$ cat src/rtl/pe_acc.sv
// pe_acc: accumulating processing element with MAC and MAX-pool modes.
// Takes ACC_LEN beats per group, seeded from psum_in on the first beat, and
// presents one saturated result per group over a valid/ready handshake.
//
// Ports:
//   clk, rst        clock, synchronous active-high reset
//   clear           abort the open group (beat in the same cycle is dropped)
//   mode            0 = MAC, 1 = MAX; latched on the first beat of a group
//   in_valid/ready  input beat handshake (ifm, wgt, psum_in)
//   out_valid/ready result handshake (psum_out)
//   busy            a group is open (ACCUM or HOLD)
//
// Build option: define PE_ACC_RELU_EN to clamp negative MAC results to 0.

module pe_acc #(
    parameter int IFM_WIDTH    = 16,
    parameter int WEIGHT_WIDTH = 16,
    parameter int PSUM_WIDTH   = 32,
    parameter int FRAC_BITS    = 12,
    parameter int ACC_LEN      = 9,
    parameter int GUARD_BITS   = 4
) (
    input  logic                    clk,
    input  logic                    rst,
    input  logic                    clear,
    input  logic                    mode,
    input  logic                    in_valid,
    output logic                    in_ready,
    input  logic [IFM_WIDTH-1:0]    ifm,
    input  logic [WEIGHT_WIDTH-1:0] wgt,
    input  logic [PSUM_WIDTH-1:0]   psum_in,
    output logic                    out_valid,
    input  logic                    out_ready,
    output logic [PSUM_WIDTH-1:0]   psum_out,
    output logic                    busy
);

    localparam int ACC_WIDTH  = PSUM_WIDTH + GUARD_BITS;
    localparam int PROD_WIDTH = IFM_WIDTH + WEIGHT_WIDTH;
    localparam int CNT_W      = (ACC_LEN > 1) ? $clog2(ACC_LEN + 1) : 1;

    localparam logic [CNT_W-1:0] CNT_LAST = CNT_W'(ACC_LEN);

    // Largest/smallest PSUM_WIDTH values, sign-extended to the accumulator.
    localparam logic signed [ACC_WIDTH-1:0] SAT_HI =
        {{(GUARD_BITS + 1){1'b0}}, {(PSUM_WIDTH - 1){1'b1}}};
    localparam logic signed [ACC_WIDTH-1:0] SAT_LO =
        {{(GUARD_BITS + 1){1'b1}}, {(PSUM_WIDTH - 1){1'b0}}};

    typedef enum logic [1:0] {
        IDLE,
        ACCUM,
        HOLD
    } state_e;

    state_e                  state_q, state_d;
    logic signed [ACC_WIDTH-1:0] acc_q, acc_d;
    logic [CNT_W-1:0]        cnt_q, cnt_d;
    logic                    mode_q, mode_d;
    logic [PSUM_WIDTH-1:0]   psum_out_q, psum_out_d;

    logic signed [PROD_WIDTH-1:0] prod_full;
    logic signed [PROD_WIDTH-1:0] prod_shr;
    logic signed [ACC_WIDTH-1:0]  prod_ext;
    logic signed [ACC_WIDTH-1:0]  ifm_ext;
    logic signed [ACC_WIDTH-1:0]  psum_ext;
    logic [CNT_W-1:0]             cnt_inc;
    logic [PSUM_WIDTH-1:0]        sat_val;
    logic [PSUM_WIDTH-1:0]        res_val;

    // Full-precision product, floored back to the shared Q point.
    always_comb begin
        prod_full = PROD_WIDTH'($signed(ifm)) * PROD_WIDTH'($signed(wgt));
        prod_shr  = prod_full >>> FRAC_BITS;
        prod_ext  = ACC_WIDTH'(prod_shr);
        ifm_ext   = ACC_WIDTH'($signed(ifm));
        psum_ext  = ACC_WIDTH'($signed(psum_in));
        cnt_inc   = cnt_q + 1'b1;
    end

    always_comb begin
        state_d    = state_q;
        acc_d      = acc_q;
        cnt_d      = cnt_q;
        mode_d     = mode_q;
        psum_out_d = psum_out_q;
        sat_val    = '0;
        res_val    = '0;

        if (clear) begin
            state_d = IDLE;
            cnt_d   = '0;
        end else begin
            case (state_q)
                IDLE: begin
                    if (in_valid) begin
                        mode_d = mode;
                        if (mode) begin
                            acc_d = (ifm_ext > psum_ext) ? ifm_ext : psum_ext;
                        end else begin
                            acc_d = psum_ext + prod_ext;
                        end
                        if (ACC_LEN == 1) begin
                            cnt_d   = '0;
                            state_d = HOLD;
                        end else begin
                            cnt_d   = CNT_W'(1);
                            state_d = ACCUM;
                        end
                    end
                end
                ACCUM: begin
                    if (in_valid) begin
                        if (mode_q) begin
                            acc_d = (ifm_ext > acc_q) ? ifm_ext : acc_q;
                        end else begin
                            acc_d = acc_q + prod_ext;
                        end
                        if (cnt_inc == CNT_LAST) begin
                            cnt_d   = '0;
                            state_d = HOLD;
                        end else begin
                            cnt_d = cnt_inc;
                        end
                    end
                end
                HOLD: begin
                    if (out_ready) begin
                        state_d = IDLE;
                    end
                end
                default: state_d = IDLE;
            endcase
        end

        if (acc_d > SAT_HI) begin
            sat_val = SAT_HI[PSUM_WIDTH-1:0];
        end else if (acc_d < SAT_LO) begin
            sat_val = SAT_LO[PSUM_WIDTH-1:0];
        end else begin
            sat_val = acc_d[PSUM_WIDTH-1:0];
        end

`ifdef PE_ACC_RELU_EN
        res_val = (!mode_d && sat_val[PSUM_WIDTH-1]) ? '0 : sat_val;
`else
        res_val = sat_val;
`endif

        // Result is captured only on the edge that enters HOLD.
        if (state_d == HOLD && state_q != HOLD) begin
            psum_out_d = res_val;
        end
    end

    always_ff @(posedge clk) begin
        if (rst) begin
            state_q    <= IDLE;
            acc_q      <= '0;
            cnt_q      <= '0;
            mode_q     <= 1'b0;
            psum_out_q <= '0;
        end else begin
            state_q    <= state_d;
            acc_q      <= acc_d;
            cnt_q      <= cnt_d;
            mode_q     <= mode_d;
            psum_out_q <= psum_out_d;
        end
    end

    assign in_ready  = (state_q != HOLD);
    assign out_valid = (state_q == HOLD);
    assign busy      = (state_q != IDLE);
    assign psum_out  = psum_out_q;

endmodule

$ cat config.mk
export PLATFORM = sky130hd
export DESIGN_NAME = pe_acc
export DESIGN_NICKNAME = d
export VERILOG_FILES = /design/src/rtl/pe_acc.sv
export SDC_FILE = /design/constraint.sdc
export NUM_CORES = 1
export LEC_CHECK = 0
export ABC_CLOCK_PERIOD_IN_PS = 10570
export CAP_MARGIN = 20
export CORE_MARGIN = 3
export CORE_UTILIZATION = 40
export CTS_BUF_LIST = sky130_fd_sc_hd__clkbuf_8 sky130_fd_sc_hd__clkbuf_16
export CTS_CLUSTER_DIAMETER = 80
export DETAILED_ROUTE_END_ITERATION = 8
export PLACE_DENSITY = 0.68
export SYNTH_ARGS = -nofsm -noshare
export SYNTH_HDL_FRONTEND = slang
export SYNTH_SLANG_ARGS = --single-unit
$ cat constraint.sdc
create_clock -name clk -period 10.57 [get_ports clk]
set_input_delay 1.057 -clock clk [delete_from_list [all_inputs] [get_ports clk]]
set_output_delay 1.057 -clock clk [all_outputs]
set_load 0.1 [all_outputs]
### Word-level counts from Yosys, hierarchy flattened

Cells that the tools add are included.

* register bits after elaboration: 75
* bits of input ports: 70
* logic and storage cells: 48

* add/subtract/negate cells: 3
* $mul: 1
* $lt $le $gt $ge: 4
* equal/unequal tests: 7
* mux-type cells: 20
* bitwise logic cells: 1
* reductions and logical operators: 7

Operator list (number)
* 36-bit two-way mux: 7
* 36-bit one-hot mux with 2 select lines: 1
* 32-bit two-way mux: 2
* 36-bit by 20-bit adder with 36-bit output: 1
* 16-bit by 36-bit > comparator with 1-bit output: 1
* 36-bit by 32-bit > comparator with 1-bit output (second input constant): 1
* 36-bit by 32-bit less-than comparator with 1-bit output (second input constant): 1
* 32-bit by 20-bit adder with 33-bit output: 1
* 16-bit by 32-bit > comparator with 1-bit output: 1
* 16-bit by 16-bit multiplier with 32-bit output: 1
* 4-bit two-way mux: 3
* 2-bit two-way mux: 5
* 4-bit one-hot mux with 2 select lines: 1
* 2-bit inequality test (second input constant): 3
* 2-bit one-hot mux with 3 select lines: 1
* 3-bit AND reduction: 2
* 4-bit by 1-bit adder with 4-bit output (second input constant): 1
* 2-bit == test (second input constant): 2
* 4-bit == test (second input constant): 1
* 2-bit nonzero test: 2
* 2-bit by 1-bit == test with 1-bit output (second input constant): 1
* 2-bit logical NOT: 1
* 2-bit OR reduction: 1
* 1-bit logical AND: 1
* 1-bit NOT: 1

### Longest topological paths before layout

* depth after elaboration: 9
* mapped depth: 41
* depth with buffers taken out: 38

### Worst setup path after synthesis

Ideal clock, no wire load.

* kind: input -> register
* start point: input port ifm[15]
* end point: register psum_out_q[12], in the netlist psum_out[12]
* arrival: 10.680 ns
* required time: 10.481 ns
* slack: -0.199 ns
* cell stages on the path: 33
* buffers on the path: 3
* cell sequence: clkbuf_1 -> clkbuf_1 -> nand2_1 -> inv_1 -> fa_1 -> fa_1 -> fa_1 -> inv_1 -> fa_1 -> inv_1 -> fa_1 -> inv_1 -> fa_1 -> inv_1 -> ha_1 -> nand4_1 -> or3_1 -> o21a_1 -> xnor2_1 -> ha_1 -> a21o_1 -> a21o_1 -> a21oi_1 -> o21ai_0 -> or3_1 -> o21ai_0 -> mux2_2 -> a311o_1 -> nand4_1 -> nor4b_4 -> o21a_4 -> buf_6 -> o32ai_2

* cells in the longest elaborated chain, start to end: 9
* elaborated cells between the ends (all ways): 17

RTL lines
* start: declaration: RTL line 29 `input logic [IFM_WIDTH-1:0] ifm,`
* 16-bit by 16-bit multiplier with 32-bit output (tied with other cells): RTL line 73 `prod_full = PROD_WIDTH'($signed(ifm)) * PROD_WIDTH'($signed(wgt));`
* 36-bit by 20-bit adder with 36-bit output (tied with other cells): RTL line 117 `acc_d = acc_q + prod_ext;`
* 36-bit two-way mux, on equally long branches: RTL line 114, 98
* 36-bit two-way mux, on equally long branches: RTL line 113, 96
* 36-bit one-hot mux with 2 select lines *: RTL line 94 `case (state_q)`
* 36-bit two-way mux *: RTL line 90 `if (clear) begin`
* 36-bit by 32-bit less-than comparator with 1-bit output: RTL line 138 `end else if (acc_d < SAT_LO) begin`
* 32-bit two-way mux: RTL line 138
* 32-bit two-way mux *: RTL line 136 `if (acc_d > SAT_HI) begin`
* end signal: assignment: RTL line 168 `psum_out_q <= psum_out_d;`
* end: declaration: RTL line 60 `logic [PSUM_WIDTH-1:0] psum_out_q, psum_out_d;`

Every way passes the cells marked *; elsewhere a longest branch is shown, timed or not.
A chain may end at the register's enable or synchronous reset.

### Worst setup path after layout

* start point: input port ifm[6]
* end point: register psum_out_q[8], in the netlist psum_out[8]

The elaborated chain is that of the path after synthesis.

==> reports/qor.yml <==
ant_nets: 0
cts_root_buffer: "clkbuf_16"
required_ns: 10.82
slew_violations: 0
setup_ws_ns: 0.320
first_iter_violations: 1454
place_inst: 3140
die_w_um: 226
cp-end-kind: "flop"
fmax_mhz: 97.6
row_count: 79
setup_viol: 0
drtPass1Iterations: 5
ios: 105
fin_nets: 3096
worst_pin_slew_ns: 1.02
wl_per_cell_um: 18.8
drive_gt1_frac: 0.0988
cts_sinks: 75
yosysUniqueCellTypes: 81
worst_path_max_delay_cell: "fa_1"
syn_area_sq_um: 19300
crit_top_cell: "fa_1"
synth_warnings: 0
hpwl_um: 49500
critical_path_class: "in -> reg"
numCtsBuffers: 9
ctsHoldBuffers: 0
grt_busiest_layer: "met2"
drv_cap: 0
viasPerCell: 5.61
crit_path_max_incr_delay_ns: 0.56
ys.flop_type: "dfxtp_1"
clk_pin_slew_worst_paths_ns: 0.06
gp_congestion: 0.991
critPathLaunchType: "input pin"
start_util: 0.410
die_area_sq_um: 50900
portBuffers: 104
die_h_um: 226
clock_latency_ns: 0.34
final_cells: 3159
fin_crit_sh: 0.970
areaGrowthSynthToFinish_pct: 16.7
vias: 17700
route.detailed.drc: 0
cts.path.max_buffers: 2
use_met2: 0.416
hold_class: "reg -> reg"
mappedNetlistNets: 2910
netlist_instances: 2360
relSlewSlack: 0.319
async_reset_ff_frac: 0
htreeDepth: 3
antenna_found_initial: 1
cp_data_arrival_time_ns: 10.50
clock_skew_ns: 0.0123
ys_ff_latch: 75
routed_wl_um: 59400
timing.final.crit_period_ns: 10.25
hold_viol_final: 0
grt_use_met3: 0.0177
grt_overflow_total: 0
r2r_slack_ns: 5.89
coreArea_sq_um: 47100
grt_pass1_wl_um: 96400
outcome: "finished, final reports clean"
grt_pass1_vias: 18300
yosysSeqAreaShare: 0.0778
crit_fanout: 23
hold_slack_ns: 0.513
grt_max_degree: 71
grtUsageMet1: 0.312
cts_tree: "built"
avgSynthCellArea_sq_um: 8.18
synth-edff-count: 0
grt_usage: 0.237
dp_slack_ns: -0.376
worst max-delay path, delay by kind of cell:
kind | cells | cell delay (ns)
and+or+nand+nor | 7 | 1.20
adders and majority gates | 8 | 3.76
buffers and inverters | 7 | 1.00
muxes | 1 | 0.37
xor gates and xnor gates | 1 | 0.14
AOI/OAI and AO/OA | 16 | 2.95
repair_timing:
item | in CTS | in global routing
resized for setup | 2 | 25
endpoints found under the hold margin | 0 | 0
endpoints found under the setup margin | 26 | 36
pin swaps | 0 | 9
setup buffers | 0 | 2
path summary, 6_finish.rpt:
| check | depth (start not counted) | to | start |
|---|---|---|---|
| hold / removal | 2 | psum_out[31] | psum_out[31] |
| setup reg to reg | 13 | psum_out[28] | acc_q[35] |
| hold reg to reg | 2 | psum_out[31] | psum_out[31] |
| setup / recovery | 40 | psum_out[8] | ifm[6] |
cells by family after synthesis:
logic type | count (synthesis) | synth area share
XOR/XNOR | 77 | 0.0349
buffers and inverters | 491 | 0.0975
flip-flops | 75 | 0.0778
AO/OA/AOI/OAI | 502 | 0.189
adder cells (fa/ha/maj) | 480 | 0.414
multiplexers | 17 | 0.00901
AND/OR/NAND/NOR | 718 | 0.179
stage by stage:
| stage | util | setup TNS (ns) | area (sq um) |
|---|---|---|---|
| floorplan | - | 0 | 19300 |
| global placement | 0.469 | -7.06 | 22100 |
| detailed placement | 0.469 | -10.16 | 22100 |
| CTS | 0.476 | 0 | 22400 |
| global route | 0.479 | -0.660 | 22500 |
| finish | 0.479 | 0 | 22500 |
cells in the final DEF (no fill, tap or decap), types with 53 or more instances in the layout:
| master | count |
|---|---|
| inv_1 | 392 |
| fa_1 | 261 |
| nand2_1 | 219 |
| ha_1 | 217 |
| nor2_1 | 178 |
| buf_4 | 159 |
| and2_1 | 123 |
| a21oi_1 | 106 |
| clkdlybuf4s50_1 | 94 |
| o21ai_0 | 92 |
| dfxtp_1 | 75 |
| xnor2_1 | 53 |
registers in the layout (all words and copies together), names as in the netlist:
name / count
acc_q: 36
psum_out: 32
mode_q: 1
cnt_q: 4
state_q: 2
layer usage:
metal / wire (um) / up-vias
met5: 0 / -
met4: 2010 / 0
met3: 2890 / 111
met2: 29200 / 562
met1: 25300 / 8785
li1: - / 8258
area by class of cell:
class	count	area [sq um]
diodes	1	2.50
clock buffers	9	225
clock inverters	7	100
fillers	4536	24500
inverters	393	1480
multi-input cells	1794	16000
flip-flops and latches	75	1500
well taps	607	759
repair buffers	273	2440
synthesized netlist by cell type, types with 22 or more instances:
library cell | instances | area, sq um
o21ai_0 | 95 | 475
nor3_1 | 32 | 160
nand4_1 | 24 | 150
nand2b_1 | 26 | 163
a21o_1 | 50 | 375
a211oi_1 | 25 | 188
xnor2_1 | 55 | 482
ha_1 | 217 | 2720
a21oi_1 | 106 | 531
nor2b_1 | 28 | 175
clkbuf_1 | 88 | 330
fa_1 | 263 | 5270
o32ai_2 | 26 | 423
nor2_1 | 180 | 676
nand3_1 | 37 | 185
inv_1 | 392 | 1470
xor2_1 | 22 | 193
dfxtp_1 | 75 | 1500
o211ai_1 | 25 | 188
and2_1 | 123 | 769
a31oi_1 | 22 | 138
nand2_1 | 219 | 822
Power is not shown: default switching activity piles up to over one toggle a cycle in this logic, so the estimate is an artifact.
